==> config.mk <==
export PLATFORM = sky130hd
export DESIGN_NAME = bus_mult_seq
export DESIGN_NICKNAME = d
export VERILOG_FILES = /design/src/rtl/bus_mult_pkg.sv /design/src/rtl/mult_shift_add_core.sv /design/src/rtl/bus_mult_seq.sv
export SDC_FILE = /design/constraint.sdc
export NUM_CORES = 1
export LEC_CHECK = 0
export CAP_MARGIN = 20
export CORE_AREA = 2 2 97 71
export DETAILED_ROUTE_END_ITERATION = 16
export DIE_AREA = 0 0 99 73
export GPL_TIMING_DRIVEN = 0
export PLACE_DENSITY_LB_ADDON = 0.1
export SYNTH_ARGS = -nofsm -noshare
export SYNTH_HDL_FRONTEND = slang
export SYNTH_SLANG_ARGS = --single-unit
==> constraint.sdc <==
create_clock -name clk -period 3.2 [get_ports clk]
set_input_delay 0.64 -clock clk [delete_from_list [all_inputs] [get_ports clk]]
set_output_delay 0.64 -clock clk [all_outputs]
set_load 0.02 [all_outputs]
==> src/rtl/bus_mult_pkg.sv <==
// bus_mult_pkg: shared FSM state type and legal WIDTH bounds for bus_mult_seq.
package bus_mult_pkg;
   localparam int WIDTH_MIN = 4;
   localparam int WIDTH_MAX = 32;
   typedef enum logic [2:0] {IDLE, LOAD2, CALC, OUT_LSB, OUT_MSB} state_t;
endpackage

==> src/rtl/mult_shift_add_core.sv <==
// mult_shift_add_core: radix-2 shift-add datapath; one partial product per run cycle.
module mult_shift_add_core #(
   parameter int WIDTH = 8
) (
   input  logic                 clk,
   input  logic                 rst,
   input  logic                 load,
   input  logic                 run,
   input  logic [WIDTH-1:0]     a,
   input  logic [WIDTH-1:0]     b,
   output logic [2*WIDTH-1:0]   sum,
   output logic                 last
);
   localparam int CW = $clog2(WIDTH);
   logic [2*WIDTH-1:0] acc, mcand;
   logic [WIDTH-1:0]   mplier;
   logic [CW-1:0]      cnt;
   // sum is the accumulator after this cycle's step, so the final product is visible on the last run cycle
   assign sum  = acc + (mplier[0] ? mcand : '0);
   assign last = cnt == CW'(WIDTH - 1);
   always_ff @(posedge clk) begin
      if (rst) begin
         acc    <= '0;
         mcand  <= '0;
         mplier <= '0;
         cnt    <= '0;
      end else if (load) begin
         acc    <= '0;
         mcand  <= {{WIDTH{1'b0}}, a};
         mplier <= b;
         cnt    <= '0;
      end else if (run) begin
         acc    <= sum;
         mcand  <= mcand << 1;
         mplier <= mplier >> 1;
         cnt    <= cnt + 1'b1;
      end
   end
endmodule

==> src/rtl/bus_mult_seq.sv <==
// bus_mult_seq: two-beat operand load, WIDTH-cycle shift-add, two-beat result drive on a shared bus.
// Define BUS_MULT_SIGNED_EN for two's-complement operands and result.
module bus_mult_seq
   import bus_mult_pkg::*;
#(
   parameter int WIDTH = 8
) (
   input  logic             clk,
   input  logic             rst,
   input  logic             start,
   input  logic [WIDTH-1:0] data_in,
   output logic [WIDTH-1:0] data_out,
   output logic             data_oe,
   output logic             lsb_out,
   output logic             msb_out,
   output logic             done,
   output logic             busy
);
   state_t             state;
   logic [WIDTH-1:0]   opnd1, hi, mag1, mag2;
   logic [2*WIDTH-1:0] sum, prod;
   logic               last;
`ifdef BUS_MULT_SIGNED_EN
   logic neg;
   assign mag1 = opnd1[WIDTH-1] ? -opnd1 : opnd1;
   assign mag2 = data_in[WIDTH-1] ? -data_in : data_in;
   assign prod = neg ? -sum : sum;
   always_ff @(posedge clk) begin
      if (rst) neg <= 1'b0;
      else if (state == LOAD2) neg <= opnd1[WIDTH-1] ^ data_in[WIDTH-1];
   end
`else
   assign mag1 = opnd1;
   assign mag2 = data_in;
   assign prod = sum;
`endif
   mult_shift_add_core #(.WIDTH(WIDTH)) core (
      .clk  (clk),
      .rst  (rst),
      .load (state == LOAD2),
      .run  (state == CALC),
      .a    (mag1),
      .b    (mag2),
      .sum  (sum),
      .last (last)
   );
   always_ff @(posedge clk) begin
      if (rst) begin
         state    <= IDLE;
         opnd1    <= '0;
         hi       <= '0;
         data_out <= '0;
         data_oe  <= 1'b0;
         lsb_out  <= 1'b0;
         msb_out  <= 1'b0;
         done     <= 1'b0;
         busy     <= 1'b0;
      end else begin
         data_out <= '0;
         data_oe  <= 1'b0;
         lsb_out  <= 1'b0;
         msb_out  <= 1'b0;
         done     <= 1'b0;
         case (state)
            IDLE: if (start) begin
               opnd1 <= data_in;
               busy  <= 1'b1;
               state <= LOAD2;
            end
            LOAD2: state <= CALC;
            CALC: if (last) begin
               data_out <= prod[WIDTH-1:0];
               hi       <= prod[2*WIDTH-1:WIDTH];
               data_oe  <= 1'b1;
               lsb_out  <= 1'b1;
               state    <= OUT_LSB;
            end
            OUT_LSB: begin
               data_out <= hi;
               data_oe  <= 1'b1;
               msb_out  <= 1'b1;
               done     <= 1'b1;
               state    <= OUT_MSB;
            end
            OUT_MSB: begin
               busy  <= 1'b0;
               state <= IDLE;
            end
            default: state <= IDLE;
         endcase
      end
   end
endmodule

Word-level counts from Yosys, hierarchy flattened
Index checks and enable logic that the tools add are counted.
{ "totals": {"register_bits": 74, "latchBits": 0, "ram_bits": 0, "mem_bits_ro": 0, "inputBits": 11, "n_memories": 0} }
{ "classes": {"n_addsub": 2, "multipliers": 0, "div": 0, "order_cmp": 0, "eq_ne": 7, "n_shift": 0, "mux": 15, "bitwise_logic": 1, "reduce_logical": 9} }
{ "ops": {"columns": ["operator", "count"], "rows": [
  ["$mux 8", 5],
  ["$add 16x16->16", 1],
  ["$mux 16", 1],
  ["$pmux 8 s2", 1],
  ["$pmux 3 s4", 1],
  ["$reduce_and 2->1", 4],
  ["$eq 3x2->1 const B", 2],
  ["$eq 3x3->1 const B", 2],
  ["$mux 3", 2],
  ["$ne 2x2->1 const B", 2],
  ["$pmux 1 s2", 2],
  ["$reduce_bool 2->1", 2],
  ["$reduce_or 2->1", 2],
  ["$add 3x1->3 const B", 1],
  ["$eq 3x1->1 const B", 1],
  ["$logic_not 3->1", 1],
  ["$mux 1", 3],
  ["$not 1->1", 1]
]} }

Depth between registers and ports, before layout
{ "logic_depth": {"word_depth": 4, "ltp_mapped": 10} }

Hierarchy
Synthesis repeated with hierarchy kept, for this count alone.
{ "unflattened": {"cells_unflattened": 422, "hier_area_um2": 3901.2} }
{ "modules_own_cells": {"columns": ["mod", "instances", "cells_per_inst", "area_each_um2", "seq_area_each_um2"], "rows": [
  ["mult_shift_add_core", 1, 307, 2611.3, 860.8],
  ["bus_mult_seq", 1, 115, 1290.0, 620.6]
]} }

Worst setup path after synthesis
No wires, ideal clock.
{ "synth_timing": {"kind": "register to register", "start": "reg core.mplier[0]", "end": "reg core.acc[14]", "setup_ps": 122, "arrival_ps": 2235, "t_required_ps": 3078, "setup_slack_ps": 843, "path_stages_with_launch": 11, "path_buffers": 1, "path_cell_list": "dfxtp_1 clkbuf_1 and2_1 ha_1 fa_1 a21oi_1 o211ai_1 nand4_1 o211ai_1 nor4b_1 a311o_1"} }
{ "synth_via": {"elab_chain_cells": 2} }
{ "synth_rtl": {"columns": ["item", "line", "rtl"], "rows": [
  ["from (decl)", "mult_shift_add_core.sv:16", "logic [WIDTH-1:0] mplier;"],
  ["from (signal assigned)", "mult_shift_add_core.sv:35", "mplier <= mplier >> 1;"],
  ["$mux 16", "mult_shift_add_core.sv:19", "assign sum = acc + (mplier[0] ? mcand : '0);"],
  ["$add 16x16->16", "mult_shift_add_core.sv:19", null],
  ["to (signal assigned)", "mult_shift_add_core.sv:33", "acc <= sum;"],
  ["to (decl)", "mult_shift_add_core.sv:15", "logic [2*WIDTH-1:0] acc, mcand;"]
]} }
No other way between the ends.
A chain may end at the register's enable or synchronous reset.

Worst setup path in the final report
Ends and elaborated chain as after synthesis.

==> metrics.md <==
| Metric | Value |
|---|---|
| Synthesized area | 3600 um^2 |
| Number of hold violations in the final report | 0 |
| Combined flip-flop and latch cell area | 1480 um^2 |
| Cts hold-fix bufs | 0 |
| Setup repair after global routing missed its margin | no |
| Netlist cell types | 50 |
| Layout Cell Area excl Fill | slightly above 4000 um^2 |
| Setup crit start | core.mplier[0] |
| Met2 routing resource usage after global routing | roughly two fifths |
| Largest net degree at the start of global routing | 13 |
| Maximum vdd ir drop | about 0.23 mV |
| Met1 GRT Util | slightly above 40% |
| Post-Route Skew | 0.0118 ns |
| Leakage power | 1.57 nW |
| Share of synthesized area occupied by flip-flops and latches | 41.2% |
| GR peak layer | met1 |
| Internal power of the cells | approximately 0.0014 W |
| I/O pin total | 24 |
| Kind of capture point of the worst setup path | flip-flop |
| Post-Synthesis Mean Instance Area | around 8 um^2 |
| Standard-cell row count | 25 |
| Clock transition at path regs | around 0.08 ns |
| Synth warnings | 0 |
| Setup tns final | 0 ns |
| Share of final-layout standard cells stronger than drive strength 1 | between 6 and 7% |
| Length of the first detailed-routing pass in iterations | 5 |
| Number of setup buffers added after CTS | 0 |
| Port-buffer cells | 23 |
| Core Util, Final | 64.3% |
| Critical path peak fanout | 10 |
| Detailed-route via count | 3341 |
| Buffer levels on the longest clock path | 2 |
| EDFF count, synth | 0 |
| Startpoint of the worst register-to-register path | core.mplier[0] |
| Number of global-route vias before repair | just under 3000 |
| Total Die Area | between 7000 and 8000 um^2 |
| X dimension of the die | between 90 and 100 um |
| Worst Setup Slack post-DPL | 0.402 ns |
| GR Layer Usage met3 | 6.51% |
| Endpoint required time on the critical path | about 3.4 ns |
| Hold Crit Class | flip-flop to flip-flop |
| Final Max Tran Viols | 0 |
| Setup violations, final | 0 |
| Leading post-synthesis cells by cell area | sky130_fd_sc_hd__dfxtp_1 (41%), sky130_fd_sc_hd__nand2_1 (11%), sky130_fd_sc_hd__a21oi_1 (6.4%) |
| CTS buffer count | 9 |
| Average vias per placed instance | approximately 6 |
| Initial Utilization | ~56% |
| Clock H-tree levels | 3 |
| DP Wirelength | 6.89 mm |
| Fillers | around 580 |
| CTS Root Cell | sky130_fd_sc_hd__clkbuf_8 |
| Number of nets in the synthesized netlist | between 400 and 500 |
| Switching power summed over all nets | between 0.0004 and 0.0005 W |
| Final period utilization | approximately nine tenths |
| Portion of total power attributed to the clock network | 37.8% |
| Count leader, synth | sky130_fd_sc_hd__nand2_1 |
| PostCTS Resize Cnt | 0 |
| Grt total ovfl | 0 |
| Worst-case headroom to the max-slew limit | between 50% and 60% |
| Combinational power share | 9.6% |
| Total cell area at the placement stage | approximately 4000 um^2 |
| Switching share of power | a little over a quarter |
| Register share of total power | 52.6% |
| Post-layout min period | approximately 2.8 ns |
| Layout overhead on the synthesized area | 14.5% |
| Fraction of registers with async set or reset after synthesis | 0% |
| Antenna Violating Nets Remaining | 0 |
| Clock tree from TritonCTS | built |
| Count of antenna diodes in the layout | 0 |
| Initial antenna violation count | 0 |
| Top cell type's share of synthesized area | roughly two fifths |
| Result of the run | finished clean |
| Total design power | 0.00185 W |
| Final #Nets | about 500 |
| Clock insertion delay at the later pin of the skew report | 0.36 ns |
| Worst Hold Path Cells | 2 |
| CP Capture Point | core.acc[14] |
| Gate count of the mapped netlist | 446 |
| Slack of the worst reg-to-reg path | 0.36 ns |
| Least setup slack across all paths after layout | 0.363 ns |
| Slew at the pin closest to its max-slew limit | between 0.7 and 0.8 ns |
| Signal arrival time at the worst endpoint | 3.07 ns |
| Most frequently used flop master after synthesis | sky130_fd_sc_hd__dfxtp_1 |
| P per Cell Area | 448 nW/um^2 |
| Wire length per cell after detailed routing | 16.3 um |
| Core Box Area | approximately 6400 um^2 |
| Highest attainable clock frequency | approximately 350 MHz |
| Max_cap viols | 0 |
| Category of the worst setup path launch point | flip-flop |
| Global-route usage over all layers | between 20% and 30% |
| Number of cell instances on the worst register-to-register path | 10 |
| Area taken by multi-input logic gates | between 1500 and 2000 um^2 |
| First-pass GRT wire length | ~15 mm |
| Iteration-0 DRC Markers | 325 |
| Overall die height | between 70 and 80 um |
| Global placement routability congestion | 0.950 |
| Worst reg2reg endpoint | core.acc[14] |
| Number of remaining DRC errors | 0 |
| Sinks on the clock net | 74 |
| Worst Path Class, Setup | flip-flop to flip-flop |
| Total routed wirelength | about 9.2 mm |
| Cell types with the highest counts after synthesis | sky130_fd_sc_hd__nand2_1 (101), sky130_fd_sc_hd__dfxtp_1 (74), sky130_fd_sc_hd__a21oi_1 (46), sky130_fd_sc_hd__nor2_1 (39), sky130_fd_sc_hd__clkbuf_1 (21) |
| Number of flip-flops and latches in the synthesized netlist | 74 |
| Leading area contributor after synthesis | sky130_fd_sc_hd__dfxtp_1 |
## through the flow
stage	hold WS (ns)	cells
finish	0.458	566
global route	0.478	566
CTS	0.460	566
detailed placement	0.449	550
global placement	0.444	550
floorplan	0.434	446
## state kept, by name, indices dropped and copies added (netlist names)
register and cells:
lsb_out 1, done 1, core.mplier 8, state 3, busy 1, data_oe 1
core.mcand 16, hi 8, core.acc 16, data_out 8, core.cnt 3, mag1 8
## power groups by stage
stage               clock (W)  combinational, W  sequential, W
finish               0.000698          0.000178       0.000971
global placement            0          0.000171       0.000991
floorplan                   0          0.000113       0.000988
CTS                  0.000707          0.000175       0.000970
detailed placement          0          0.000174       0.000992
global route         0.000752          0.000196       0.000974
## cell families (layout without fill, tap and decap cells)
kind of cell	after synthesis	count (layout)	synth area share, %
simple gates	204	204	26.4
flops	74	74	41.2
mux	1	1	0.278
compound gates	105	105	19.3
buf+inv	34	73	3.93
fa+ha+maj	18	18	6.47
xor+xnor	10	10	2.43
## placed cells by master (no fill, tap or decap), types with 6 or more instances in the layout
cell type / synthesis / routed
sky130_fd_sc_hd__a311oi_1: 14 / 14
sky130_fd_sc_hd__ha_1: 17 / 17
sky130_fd_sc_hd__clkdlybuf4s50_1: 0 / 23
sky130_fd_sc_hd__nor3_1: 6 / 6
sky130_fd_sc_hd__a21oi_1: 46 / 46
sky130_fd_sc_hd__nand2_1: 101 / 101
sky130_fd_sc_hd__xnor2_1: 10 / 10
sky130_fd_sc_hd__clkbuf_8: 0 / 12
sky130_fd_sc_hd__buf_2: 7 / 7
sky130_fd_sc_hd__nor2_1: 39 / 39
sky130_fd_sc_hd__dfxtp_1: 74 / 74
sky130_fd_sc_hd__clkbuf_1: 21 / 21
sky130_fd_sc_hd__a22oi_1: 7 / 7
sky130_fd_sc_hd__and2_1: 18 / 18
## worst min-delay path by stage
stage,start,to,slack [ns]
5_1_grt,mag1[6],mag1[6],0.48
4_1_cts,core.mcand[9],core.mcand[10],0.46
3_5_place_dp,core.acc[10],core.acc[10],0.45
3_3_place_gp,mag1[1],mag1[1],0.44
6_report,core.acc[10],core.acc[10],0.46
2_1_floorplan,hi[6],data_out[6],0.43
## final cells by class
type,instances,share of cell area [%]
buffer,30,3.07
multi-input combinational,338,48.0
sequential,74,36.0
tap,81,2.46
inverter,4,0.364
clock buffer,12,4.01
clock inverter,4,0.607
timing repair buffer,23,5.59
## routing by layer
metal	wire length [um]	vias up
li1	-	1635
met3	716	14
met5	0	-
met2	3800	116
met4	110	0
met1	4590	1576
## worst max-delay path, cell delays in order, from the launching register on
cell                       delay (ns)
sky130_fd_sc_hd__dfxtp_1         0.38
sky130_fd_sc_hd__clkbuf_1        0.23
sky130_fd_sc_hd__and2_1          0.19
sky130_fd_sc_hd__ha_1            0.20
sky130_fd_sc_hd__fa_1            0.42
sky130_fd_sc_hd__a21oi_1         0.24
sky130_fd_sc_hd__o211ai_1        0.20
sky130_fd_sc_hd__nand4_1         0.14
sky130_fd_sc_hd__o211ai_1        0.20
sky130_fd_sc_hd__nor4b_1         0.21
sky130_fd_sc_hd__a311o_1         0.32
No activity file was read; power rests on OpenSTA's default activity.
